`src/rtl/addr_transfer_reg_pkg.sv`:
```
// Shared LVDC definitions for the address transfer register: syllable
// geometry defaults, the deserializer state encoding and a counter sizing helper.
package addr_transfer_reg_pkg;

  localparam int SYL_BITS_DEF  = 13;
  localparam int OP_BITS_DEF   = 4;
  localparam int ADDR_BITS_DEF = 9;

  typedef enum logic {
    ST_IDLE  = 1'b0,
    ST_SHIFT = 1'b1
  } state_e;

  // Width of a counter able to index every bit of a syllable.
  function automatic int cnt_width(input int n);
    return (n <= 2) ? 1 : $clog2(n);
  endfunction

endpackage

```
`src/rtl/addr_transfer_reg_if.sv`:
```
// Serial syllable input, transfer handshake and held-syllable outputs of the
// address transfer register. The slave side is the register itself.
interface addr_transfer_reg_if
  import addr_transfer_reg_pkg::*;
#(
  parameter int OP_BITS   = OP_BITS_DEF,
  parameter int ADDR_BITS = ADDR_BITS_DEF
);
  logic                 SER_IN;
  logic                 BIT_EN;
  logic                 WORD_START;
  logic                 TR_TAKE;
  logic                 CLR_ERR;
  logic [OP_BITS-1:0]   OP_OUT;
  logic [ADDR_BITS-1:0] TR_OUT;
  logic                 TR_VALID;
  logic                 OVERRUN;
  logic                 SYNC_ERR;

  modport master (
    output SER_IN, BIT_EN, WORD_START, TR_TAKE, CLR_ERR,
    input  OP_OUT, TR_OUT, TR_VALID, OVERRUN, SYNC_ERR
  );

  modport slave (
    input  SER_IN, BIT_EN, WORD_START, TR_TAKE, CLR_ERR,
    output OP_OUT, TR_OUT, TR_VALID, OVERRUN, SYNC_ERR
  );
endinterface

```
`src/rtl/addr_transfer_reg_serial_bit_counter.sv`:
```
// Bit position counter for the syllable deserializer. WORD_START restarts it
// at 1 (bit 0 is taken in the same strobe); tc flags the last bit position.
module serial_bit_counter #(
  parameter int SYL_BITS = 13,
  parameter int CNT_W    = 4
) (
  input  logic             clk,
  input  logic             rst_n,
  input  logic             bit_en,
  input  logic             word_start,
  input  logic             active,
  output logic [CNT_W-1:0] cnt,
  output logic             tc
);

  logic [CNT_W-1:0] cnt_q, cnt_d;

  assign tc  = active && (cnt_q == CNT_W'(SYL_BITS - 1));
  assign cnt = cnt_q;

  // Next count: restart on WORD_START, advance on strobes while shifting, wrap after the last bit.
  always_comb begin
    cnt_d = cnt_q;
    if (bit_en && word_start) begin
      cnt_d = CNT_W'(1);
    end else if (bit_en && active) begin
      cnt_d = tc ? '0 : cnt_q + CNT_W'(1);
    end
  end

  // Count register.
  always_ff @(posedge clk or negedge rst_n) begin
    if (!rst_n) cnt_q <= '0;
    else        cnt_q <= cnt_d;
  end

endmodule

```
`src/rtl/addr_transfer_reg.sv`:
```
// Address transfer register: deserializes LSB-first syllables into a shift
// buffer and, one cycle after the last bit, hands the op code and address to
// a held output stage that waits for the downstream register to take it.
//
// state    | meaning
// ST_IDLE  | waiting for WORD_START; plain bit strobes are ignored
// ST_SHIFT | collecting bits 1..SYL_BITS-1 of a syllable
module addr_transfer_reg
  import addr_transfer_reg_pkg::*;
#(
  parameter int SYL_BITS  = SYL_BITS_DEF,
  parameter int OP_BITS   = OP_BITS_DEF,
  parameter int ADDR_BITS = ADDR_BITS_DEF
) (
  input logic                CLK,
  input logic                RESETN,
  addr_transfer_reg_if.slave bus
);

  localparam int CNT_W = cnt_width(SYL_BITS);

  state_e               state_q, state_d;
  logic [SYL_BITS-1:0]  shbuf_q, shbuf_d;
  logic                 done_q, done_d;
  logic [OP_BITS-1:0]   op_q, op_d;
  logic [ADDR_BITS-1:0] tr_q, tr_d;
  logic                 valid_q, valid_d;
  logic                 ovr_q, ovr_d;
  logic                 sync_q, sync_d;
  logic                 ovr_set, sync_set;
  logic [CNT_W-1:0]     cnt;
  logic                 tc;
  logic                 shifting;
  logic                 restart;

  assign shifting = (state_q == ST_SHIFT);
  assign restart  = bus.BIT_EN && bus.WORD_START;

  serial_bit_counter #(
    .SYL_BITS (SYL_BITS),
    .CNT_W    (CNT_W)
  ) u_cnt (
    .clk        (CLK),
    .rst_n      (RESETN),
    .bit_en     (bus.BIT_EN),
    .word_start (bus.WORD_START),
    .active     (shifting),
    .cnt        (cnt),
    .tc         (tc)
  );

  // Deserializer FSM: restart on WORD_START, shift on strobes, flag completion on the last bit.
  always_comb begin
    state_d  = state_q;
    shbuf_d  = shbuf_q;
    done_d   = 1'b0;
    sync_set = 1'b0;
    if (restart) begin
      state_d    = ST_SHIFT;
      shbuf_d    = '0;
      shbuf_d[0] = bus.SER_IN;
      sync_set   = shifting;
    end else if (bus.BIT_EN && shifting) begin
      shbuf_d[cnt] = bus.SER_IN;
      if (tc) begin
        state_d = ST_IDLE;
        done_d  = 1'b1;
      end
    end
  end

  // Held stage: load a completed syllable when free or being taken, otherwise flag overrun.
  always_comb begin
    op_d    = op_q;
    tr_d    = tr_q;
    valid_d = valid_q;
    ovr_set = 1'b0;
    if (done_q) begin
      if (!valid_q || bus.TR_TAKE) begin
        op_d    = shbuf_q[OP_BITS-1:0];
        tr_d    = shbuf_q[SYL_BITS-1:OP_BITS];
        valid_d = 1'b1;
      end else begin
        ovr_set = 1'b1;
      end
    end else if (bus.TR_TAKE) begin
      valid_d = 1'b0;
    end
    ovr_d  = ovr_set  || (ovr_q  && !bus.CLR_ERR);
    sync_d = sync_set || (sync_q && !bus.CLR_ERR);
  end

  // State, buffer and output registers.
  always_ff @(posedge CLK or negedge RESETN) begin
    if (!RESETN) begin
      state_q <= ST_IDLE;
      shbuf_q <= '0;
      done_q  <= 1'b0;
      op_q    <= '0;
      tr_q    <= '0;
      valid_q <= 1'b0;
      ovr_q   <= 1'b0;
      sync_q  <= 1'b0;
    end else begin
      state_q <= state_d;
      shbuf_q <= shbuf_d;
      done_q  <= done_d;
      op_q    <= op_d;
      tr_q    <= tr_d;
      valid_q <= valid_d;
      ovr_q   <= ovr_d;
      sync_q  <= sync_d;
    end
  end

  assign bus.OP_OUT   = op_q;
  assign bus.TR_OUT   = tr_q;
  assign bus.TR_VALID = valid_q;
  assign bus.OVERRUN  = ovr_q;
  assign bus.SYNC_ERR = sync_q;

endmodule

```
`src/flat_wrapper.sv`:
```
// flat-port wrapper written by rule: the top's interface ports become plain ports
module addr_transfer_reg_flat import addr_transfer_reg_pkg::*;
#(
  parameter int SYL_BITS  = SYL_BITS_DEF,
  parameter int OP_BITS   = OP_BITS_DEF,
  parameter int ADDR_BITS = ADDR_BITS_DEF
)
  (CLK, RESETN, bus_SER_IN, bus_BIT_EN, bus_WORD_START, bus_TR_TAKE, bus_CLR_ERR, bus_OP_OUT, bus_TR_OUT, bus_TR_VALID, bus_OVERRUN, bus_SYNC_ERR);
  addr_transfer_reg_if #(.OP_BITS(OP_BITS), .ADDR_BITS(ADDR_BITS)) bus_i ();
  input logic CLK;
  input logic RESETN;
  input wire logic [$bits(bus_i.SER_IN)-1:0] bus_SER_IN;
  input wire logic [$bits(bus_i.BIT_EN)-1:0] bus_BIT_EN;
  input wire logic [$bits(bus_i.WORD_START)-1:0] bus_WORD_START;
  input wire logic [$bits(bus_i.TR_TAKE)-1:0] bus_TR_TAKE;
  input wire logic [$bits(bus_i.CLR_ERR)-1:0] bus_CLR_ERR;
  output wire logic [$bits(bus_i.OP_OUT)-1:0] bus_OP_OUT;
  output wire logic [$bits(bus_i.TR_OUT)-1:0] bus_TR_OUT;
  output wire logic [$bits(bus_i.TR_VALID)-1:0] bus_TR_VALID;
  output wire logic [$bits(bus_i.OVERRUN)-1:0] bus_OVERRUN;
  output wire logic [$bits(bus_i.SYNC_ERR)-1:0] bus_SYNC_ERR;
  assign bus_i.SER_IN = bus_SER_IN;
  assign bus_i.BIT_EN = bus_BIT_EN;
  assign bus_i.WORD_START = bus_WORD_START;
  assign bus_i.TR_TAKE = bus_TR_TAKE;
  assign bus_i.CLR_ERR = bus_CLR_ERR;
  assign bus_OP_OUT = bus_i.OP_OUT;
  assign bus_TR_OUT = bus_i.TR_OUT;
  assign bus_TR_VALID = bus_i.TR_VALID;
  assign bus_OVERRUN = bus_i.OVERRUN;
  assign bus_SYNC_ERR = bus_i.SYNC_ERR;
  addr_transfer_reg #(.SYL_BITS(SYL_BITS), .OP_BITS(OP_BITS), .ADDR_BITS(ADDR_BITS)) u_core (.CLK(CLK), .RESETN(RESETN), .bus(bus_i));
endmodule
```
`config.mk`:
```
export PLATFORM = sky130hd
export DESIGN_NAME = addr_transfer_reg_flat
export DESIGN_NICKNAME = d
export VERILOG_FILES = /design/src/rtl/addr_transfer_reg_pkg.sv /design/src/rtl/addr_transfer_reg_if.sv /design/src/rtl/addr_transfer_reg_serial_bit_counter.sv /design/src/rtl/addr_transfer_reg.sv /design/src/flat_wrapper.sv
export SDC_FILE = /design/constraint.sdc
export NUM_CORES = 1
export LEC_CHECK = 0
export CAP_MARGIN = 40
export CORE_AREA = 4 4 65 67
export CTS_BUF_LIST = sky130_fd_sc_hd__clkbuf_4
export CTS_CLUSTER_DIAMETER = 100
export CTS_CLUSTER_SIZE = 10
export DETAILED_ROUTE_END_ITERATION = 6
export DIE_AREA = 0 0 69 71
export GPL_TIMING_DRIVEN = 0
export HOLD_SLACK_MARGIN = 0.08
export PLACE_DENSITY = 0.65
export SYNTH_ARGS = -nofsm -noshare
export SYNTH_HDL_FRONTEND = slang
export SYNTH_HIERARCHICAL = 1
export SYNTH_SLANG_ARGS = --single-unit
```
`constraint.sdc`:
```
create_clock -name CLK -period 1.8 [get_ports CLK]
set_clock_uncertainty 0.1 [all_clocks]
set_input_delay 0.27 -clock CLK [delete_from_list [all_inputs] [get_ports CLK]]
set_output_delay 0.27 -clock CLK [all_outputs]
set_load 0.005 [all_outputs]
```
==> reports/qor.yml, run 1 <==
worst_setup_path:
  worstSetupStartpointType: "primary input"
  crit_path_max_fanout: 15
  r2r_end: "u_core/u_cnt/cnt[0]"
  reg2reg_depth: 5
  arrival_ns: 1.75
  r2r-start: "u_core/u_cnt/cnt[0]"
  cp.required_ns: 1.91
  r2r_slack_ns: 0.18
  crit_path_end_kind: "register"
  crit_end: "u_core/shbuf_q[0]"
  critPathKind: "primary input to register"
  setup.worst_path.start: "bus_BIT_EN"
die:
  dieArea_sq_um: 4900
  core_sq_um: 3630
  ioPinCount: 23
  die_x_um: 69
  die_y_um: 71
  core.rowCount: 22
  initial_core_util: 0.432
power_and_ir_drop:
  netSwitchingFraction: 0.284
  powerDensity_nw_per_um2: 869
  p_int_w: 0.00119
  vdd_drop_max_uv: 392
  seqPwrFrac: 0.580
  switchingPower_w: 0.000471
  power_frac_clock: 0.237
  p_comb_frac: 0.183
  p_leak_nw: 0.965
layout:
  n_antenna_cell: 0
  areaGrowthSynthToFinish_pct: 21.5
  fin_cells: 214
  finalNetCount: 174
  fillers: 347
  drive_gt1_frac: 0.108
route:
  vias: 1077
  totalWireLength_um: 2790
  drcViolationCount: 0
  avgRoutedWirePerCell_um: 13.0
  drt_iter0_markers: 29
  vias_per_cell: 5.03
  ant_nets: 0
  dr.pass1.iters: 4
sta:
  worst_slack_ns: 0.168
  max_freq_mhz: 613
  setup_viol: 0
  rsz0062_at_grt: "false"
  post-route-period-util: 0.906
  relSlewSlack: 0.508
  worst_pin_slew_ns: 0.738
  min_period_ns: 1.63
  hold_viol: 0
  drv_slew: 0
synth:
  syn_nets: 144
  syn_inst: 135
  ys.flop_type: "dfrtp_1"
  avgSynthCellArea_sq_um: 11.6
  async_reset_ff_frac: 1.00
  yosys.area.top_type: "dfrtp_1"
  ys_types: 27
  synthDominantCellAreaShare: 0.558
  synth_edf_count: 0
  synth.most_common_cell: "dfrtp_1"
  yosysWarnings: 6
  syn_area_sq_um: 1570
  synthTopCellsByCount: "35 x dfrtp_1, 30 x nand2_1, 13 x mux2i_1, 10 x mux2_1, 8 x inv_1"
  synthTopCellsByArea: "dfrtp_1 56%, mux2i_1 8.3%, mux2_1 7.2%"
  ys_ff_latch: 35
  ys_seq_area_frac: 0.558
placed_design:
  io_buffers: 22
  hpwl_um: 2050
  dp_cells: 205
  post-place-ws_ns: -0.179
  gp_congestion: 0.740
clocking:
  cts_tree: "yes"
  clock_latency_ns: 0.32
  cts.sinks: 35
  cts_setup_buffers: 0
  clock_path_buffers: 2
  ctsResizeCount: 0
  cts_made_buffers: 5
  cts_root_buf: "clkbuf_4"
  holdBufCountCts: 1
  clk_pin_slew_ns: 0.10
  htreeDepth: 2
status:
  status: "complete, no violations"
global_routing:
  grt_max_degree: 36
  grt_pass1_vias: 1146
  grt-ovfl-total: 0
  antenna_found_initial: 0
  grt_pass1_wl_um: 5220
  gr-usage-all-layers: 0.132
hold_path:
  min_path_type: "register to register"
  hold_path_startpoint: "u_core/done_q"
job:
  drv_cap: 0
final cells by class:
| class | count | area (sq um) | area share |
|---|---|---|---|
| Timing Repair Buffer | 23 | 225 | 0.118 |
| Tap cell | 48 | 60.1 | 0.0315 |
| Inverter | 8 | 30.0 | 0.0157 |
| Clock buffer | 6 | 45.0 | 0.0236 |
| Clock inverter | 2 | 7.51 | 0.00393 |
| Sequential cell | 35 | 876 | 0.459 |
| Multi-Input combinational cell | 89 | 647 | 0.339 |
| Buffer | 3 | 17.5 | 0.00918 |
flip-flops by register name, indices dropped and copies added (netlist names):
signal and flops:
u_core/bus.OVERRUN 1, u_core/shifting 1, u_core/u_cnt/cnt 4, u_core/bus.OP_OUT 4
u_core/bus.TR_OUT 9, u_core/shbuf_q 13, u_core/bus.SYNC_ERR 1, u_core/bus.TR_VALID 1
u_core/done_q 1
kinds of logic (layout without fill, tap and decap cells):
family / Yosys count / count (layout) / synth area share
AOI/OAI and AO/OA: 10 / 10 / 0.0430
and+or+nand+nor: 50 / 50 / 0.167
adders and majority gates: 2 / 2 / 0.0159
DFF: 35 / 35 / 0.558
buffers and inverters: 11 / 42 / 0.0303
muxes: 27 / 27 / 0.186
placed cells by master (no fill, tap or decap), drive strengths merged, types with 4 or more instances in the layout:
master / n
dfrtp: 35
mux2i: 13
and4b: 4
mux2: 14
clkbuf: 6
clkdlybuf4s50: 21
inv: 8
nand3: 4
buf: 4
nand2: 30
worst max-delay path, cell delays in order:
cell             delay [ns]
clkdlybuf4s50_1        0.74
nand2_1                0.22
a21boi_2               0.22
mux2_4                 0.29
worst min-delay path by stage:
stage | slack, ns | end | cells after the start
2_1_floorplan | -0.13 | u_core/bus.OP_OUT[0] | 0
3_3_place_gp | 0.36 | u_core/bus.TR_VALID | 2
3_5_place_dp | 0.28 | u_core/shbuf_q[7] | 1
4_1_cts | 0.38 | u_core/bus.TR_VALID | 2
5_1_grt | 0.42 | u_core/bus.OP_OUT[3] | 1
6_report | 0.38 | u_core/bus.TR_VALID | 2
per-stage QoR:
step	hold WS, ns	util	TNS (ns)	power [W]	cell area (sq um)
finish	0.382	0.525	0	0.00166	1910
floorplan	-0.126	-	0	0.00115	1570
global route	0.422	0.525	0	0.00178	1910
detailed placement	0.281	0.508	-1.71	0.00128	1850
CTS	0.383	0.525	0	0.00168	1910
global placement	0.355	0.509	-13.74	0.00127	1850
routing by layer:
layer	vias to the layer above	track usage	part of all wire
met5	-	0	0
met4	0	0.0586	0.020
met1	524	0.162	0.44
li1	526	-	-
met3	6	0.0384	0.027
met2	21	0.218	0.51
power groups by stage:
stage	registers (W)	clock network, W	logic (W)
CTS	0.000961	0.000409	0.000306
global route	0.000983	0.000456	0.000341
global placement	0.000973	0	0.000294
floorplan	0.000950	0	0.000200
detailed placement	0.000978	0	0.000304
finish	0.000963	0.000393	0.000303
Note: power is estimated with default switching activity, not from simulation.
==> inputs of run 2 (changes only) <==
--- a/config.mk
+++ b/config.mk
@@ -6,15 +6,15 @@
 export NUM_CORES = 1
 export LEC_CHECK = 0
 export CAP_MARGIN = 40
-export CORE_AREA = 4 4 65 67
+export CORE_AREA = 4 4 62 69
 export CTS_BUF_LIST = sky130_fd_sc_hd__clkbuf_4
 export CTS_CLUSTER_DIAMETER = 100
 export CTS_CLUSTER_SIZE = 10
 export DETAILED_ROUTE_END_ITERATION = 6
-export DIE_AREA = 0 0 69 71
+export DIE_AREA = 0 0 66 73
 export GPL_TIMING_DRIVEN = 0
 export HOLD_SLACK_MARGIN = 0.08
-export PLACE_DENSITY = 0.65
+export PLACE_DENSITY = 0.66
 export SYNTH_ARGS = -nofsm -noshare
 export SYNTH_HDL_FRONTEND = slang
 export SYNTH_HIERARCHICAL = 1
==> run 2 against run 1 <==
Against the previous run: largest power group unchanged; total power decreased by 0.20%; combinational power about the same; critical path type unchanged; sequential share of layout area increased by 0.12 points.
==> reports/qor.yml, run 2 (same netlist as run 1, synthesis figures left out) <==
sta:
  worst_pin_slew_ns: 0.757  # +0.0195 ns
  rsz0062_at_grt: "false"
  worst_slack_ns: 0.145  # -0.0230 ns
  min_period_ns: 1.65  # +0.0230 ns
  setup_viol: 0  # unchanged
  whs_ns: 0.383  # +0.000533 ns
  hold_viol: 0  # unchanged
  post-route-period-util: 0.919  # +0.0128
  relSlewSlack: 0.495  # -0.0130
  drv_slew: 0  # unchanged
  max_freq_mhz: 604  # -1.4%
layout:
  n_antenna_cell: 0  # unchanged
  mostFrequentLayoutCells: "35 x dfrtp_1, 30 x nand2_1, 21 x clkdlybuf4s50_1"
  fin_cells: 214  # unchanged
  drive_gt1_frac: 0.110  # +0.00132
  fillers: 333  # -4.0%
  largest_reg_flops: 13  # unchanged
  finalNetCount: 174  # unchanged
  final_common_cell: "dfrtp_1"
  regMostFlops: "u_core/shbuf_q"
  areaGrowthSynthToFinish_pct: 21.2
worst_setup_path:
  crit_chain: "clkdlybuf4s50_1, nand2_1, a21boi_2, mux2_4"
  crit_path_max_fanout: 15  # unchanged
  r2r_end: "u_core/u_cnt/cnt[0]"
  arrival_ns: 1.77  # +0.02 ns
  r2r_slack_ns: 0.18  # about the same
  crit_end: "u_core/shbuf_q[0]"
  critPathKind: "primary input to register"
  max_stage_delay_ns: 0.76  # +0.02 ns
  worstSetupStartpointType: "primary input"
  r2r-start: "u_core/u_cnt/cnt[0]"
  reg2reg_depth: 5  # unchanged
  crit_path_end_kind: "register"
  setup.worst_path.start: "bus_BIT_EN"
  cp_slowest_cell: "clkdlybuf4s50_1"
  cp.required_ns: 1.92  # about the same
placed_design:
  dp_cells: 207  # +0.98%
  io_buffers: 22  # unchanged
  post-place-ws_ns: -0.176  # +0.00373 ns
  gp_congestion: 0.729  # -1.4%
  hpwl_um: 2160  # +5.2%
route:
  vias: 1065  # -1.1%
  drt_iter0_markers: 27  # -6.9%
  ant_nets: 0  # unchanged
  totalWireLength_um: 3010  # +8.1%
  dr.pass1.iters: 4  # unchanged
  vias_per_cell: 4.98  # -1.1%
  avgRoutedWirePerCell_um: 14.1  # +8.1%
  drcViolationCount: 0  # unchanged
clocking:
  cts.sinks: 35  # unchanged
  cts_made_buffers: 5  # unchanged
  cts_setup_buffers: 0  # unchanged
  clock_latency_ns: 0.33  # about the same
  ctsResizeCount: 0  # unchanged
  htreeDepth: 2  # unchanged
  clk_pin_slew_ns: 0.09  # about the same
  clock_path_buffers: 2  # unchanged
  cts_tree: "yes"
  cts_root_buf: "clkbuf_4"
die:
  initial_core_util: 0.437  # +0.00436
  core.rowCount: 23  # +4.5%
  ioPinCount: 23  # unchanged
  die_x_um: 66  # -4.3%
  core_sq_um: 3600  # -1.0%
  dieArea_sq_um: 4820  # -1.7%
  die_y_um: 73  # +2.8%
global_routing:
  antenna_found_initial: 0  # unchanged
  grt-ovfl-total: 0  # unchanged
  grt_pass1_vias: 1178  # +2.8%
  gr-usage-all-layers: 0.146  # +0.0137
  grt_max_degree: 36  # unchanged
  grt_pass1_wl_um: 5280  # +1.2%
power_and_ir_drop:
  netSwitchingFraction: 0.286  # +0.00187
  seqPwrFrac: 0.582  # +0.002
  vdd_drop_max_uv: 379  # -3.3%
  power_frac_clock: 0.234  # -0.003
  p_int_w: 0.00118  # -0.46%
  powerDensity_nw_per_um2: 870  # about the same
  p_comb_frac: 0.184  # about the same
  switchingPower_w: 0.000474  # +0.46%
  p_leak_nw: 0.961  # -0.33%
job:
  drv_cap: 0  # unchanged
hold_path:
  hold_depth: 2  # unchanged
  min_path_type: "register to register"
status:
  status: "complete, no violations"
==> run 2: changes by cell type in the layout (fill, tap and decap cells not counted), sizes merged <==
| cell | previous run | this run |
|---|---|---|
| clkinv | 2 | 0 |
==> run 2: power groups by stage <==
stage          Clock (W)  Combinational, W  Sequential, W
6_report        0.000388          0.000304       0.000963
5_1_grt         0.000429          0.000341       0.000980
4_1_cts         0.000407          0.000308       0.000962
3_5_place_dp           0          0.000304       0.000979
3_3_place_gp           0          0.000295       0.000972
2_1_floorplan          0          0.000200       0.000950
==> run 2: how the worst min path moves through the flow <==
stage | startpoint | slack, ns | to
after floorplan | RESETN | -0.13 | u_core/bus.OP_OUT[0]
after global placement | u_core/done_q | 0.36 | u_core/bus.TR_VALID
after detailed placement | RESETN | 0.28 | u_core/bus.TR_OUT[5]
after CTS | u_core/done_q | 0.39 | u_core/bus.TR_VALID
after global routing | u_core/done_q | 0.41 | u_core/bus.TR_VALID
final | u_core/done_q | 0.38 | u_core/bus.TR_VALID
==> run 2: cell type report <==
type                       instances  area (sq um)  area share
sequential                        35           876       0.460
multi-input combinational         89           647       0.340
inverter                           8          30.0      0.0158
clock buffer                       6          45.0      0.0237
tap                               50          62.6      0.0329
timing repair buffer              23           225       0.118
buffer                             3          17.5     0.00920
==> run 2: routing by layer <==
layer  global-route usage  vias to the layer above  share of wire
met1                0.167                      522           0.44
li1                     -                      518              -
met3               0.0231                        7          0.028
met4               0.0880                        0          0.024
met2                0.255                       18           0.51
met5                    0                        -              0
==> run 2: critical path: cells and delay by family <==
kind                   cells  cell delay, ns
AO/OA/AOI/OAI              1            0.22
AND/OR/NAND/NOR            1            0.23
buffers and inverters      1            0.76
multiplexers               1            0.30
==> run 2: per-stage QoR <==
step                      power, W  utilization  cell area (sq um)  TNS (ns)
after detailed placement   0.00128        0.514               1850     -1.73
after CTS                  0.00168        0.529               1900         0
after global placement     0.00127        0.515               1850    -11.99
after global routing       0.00175        0.529               1900         0
final                      0.00166        0.529               1900         0
after floorplan            0.00115            -               1570         0
==> run 2: what timing repair did <==
action                                  4_1_cts  5_1_grt
endpoints found under the setup margin        0        0
endpoints found under the hold margin        35        0
hold buffers                                  1        0
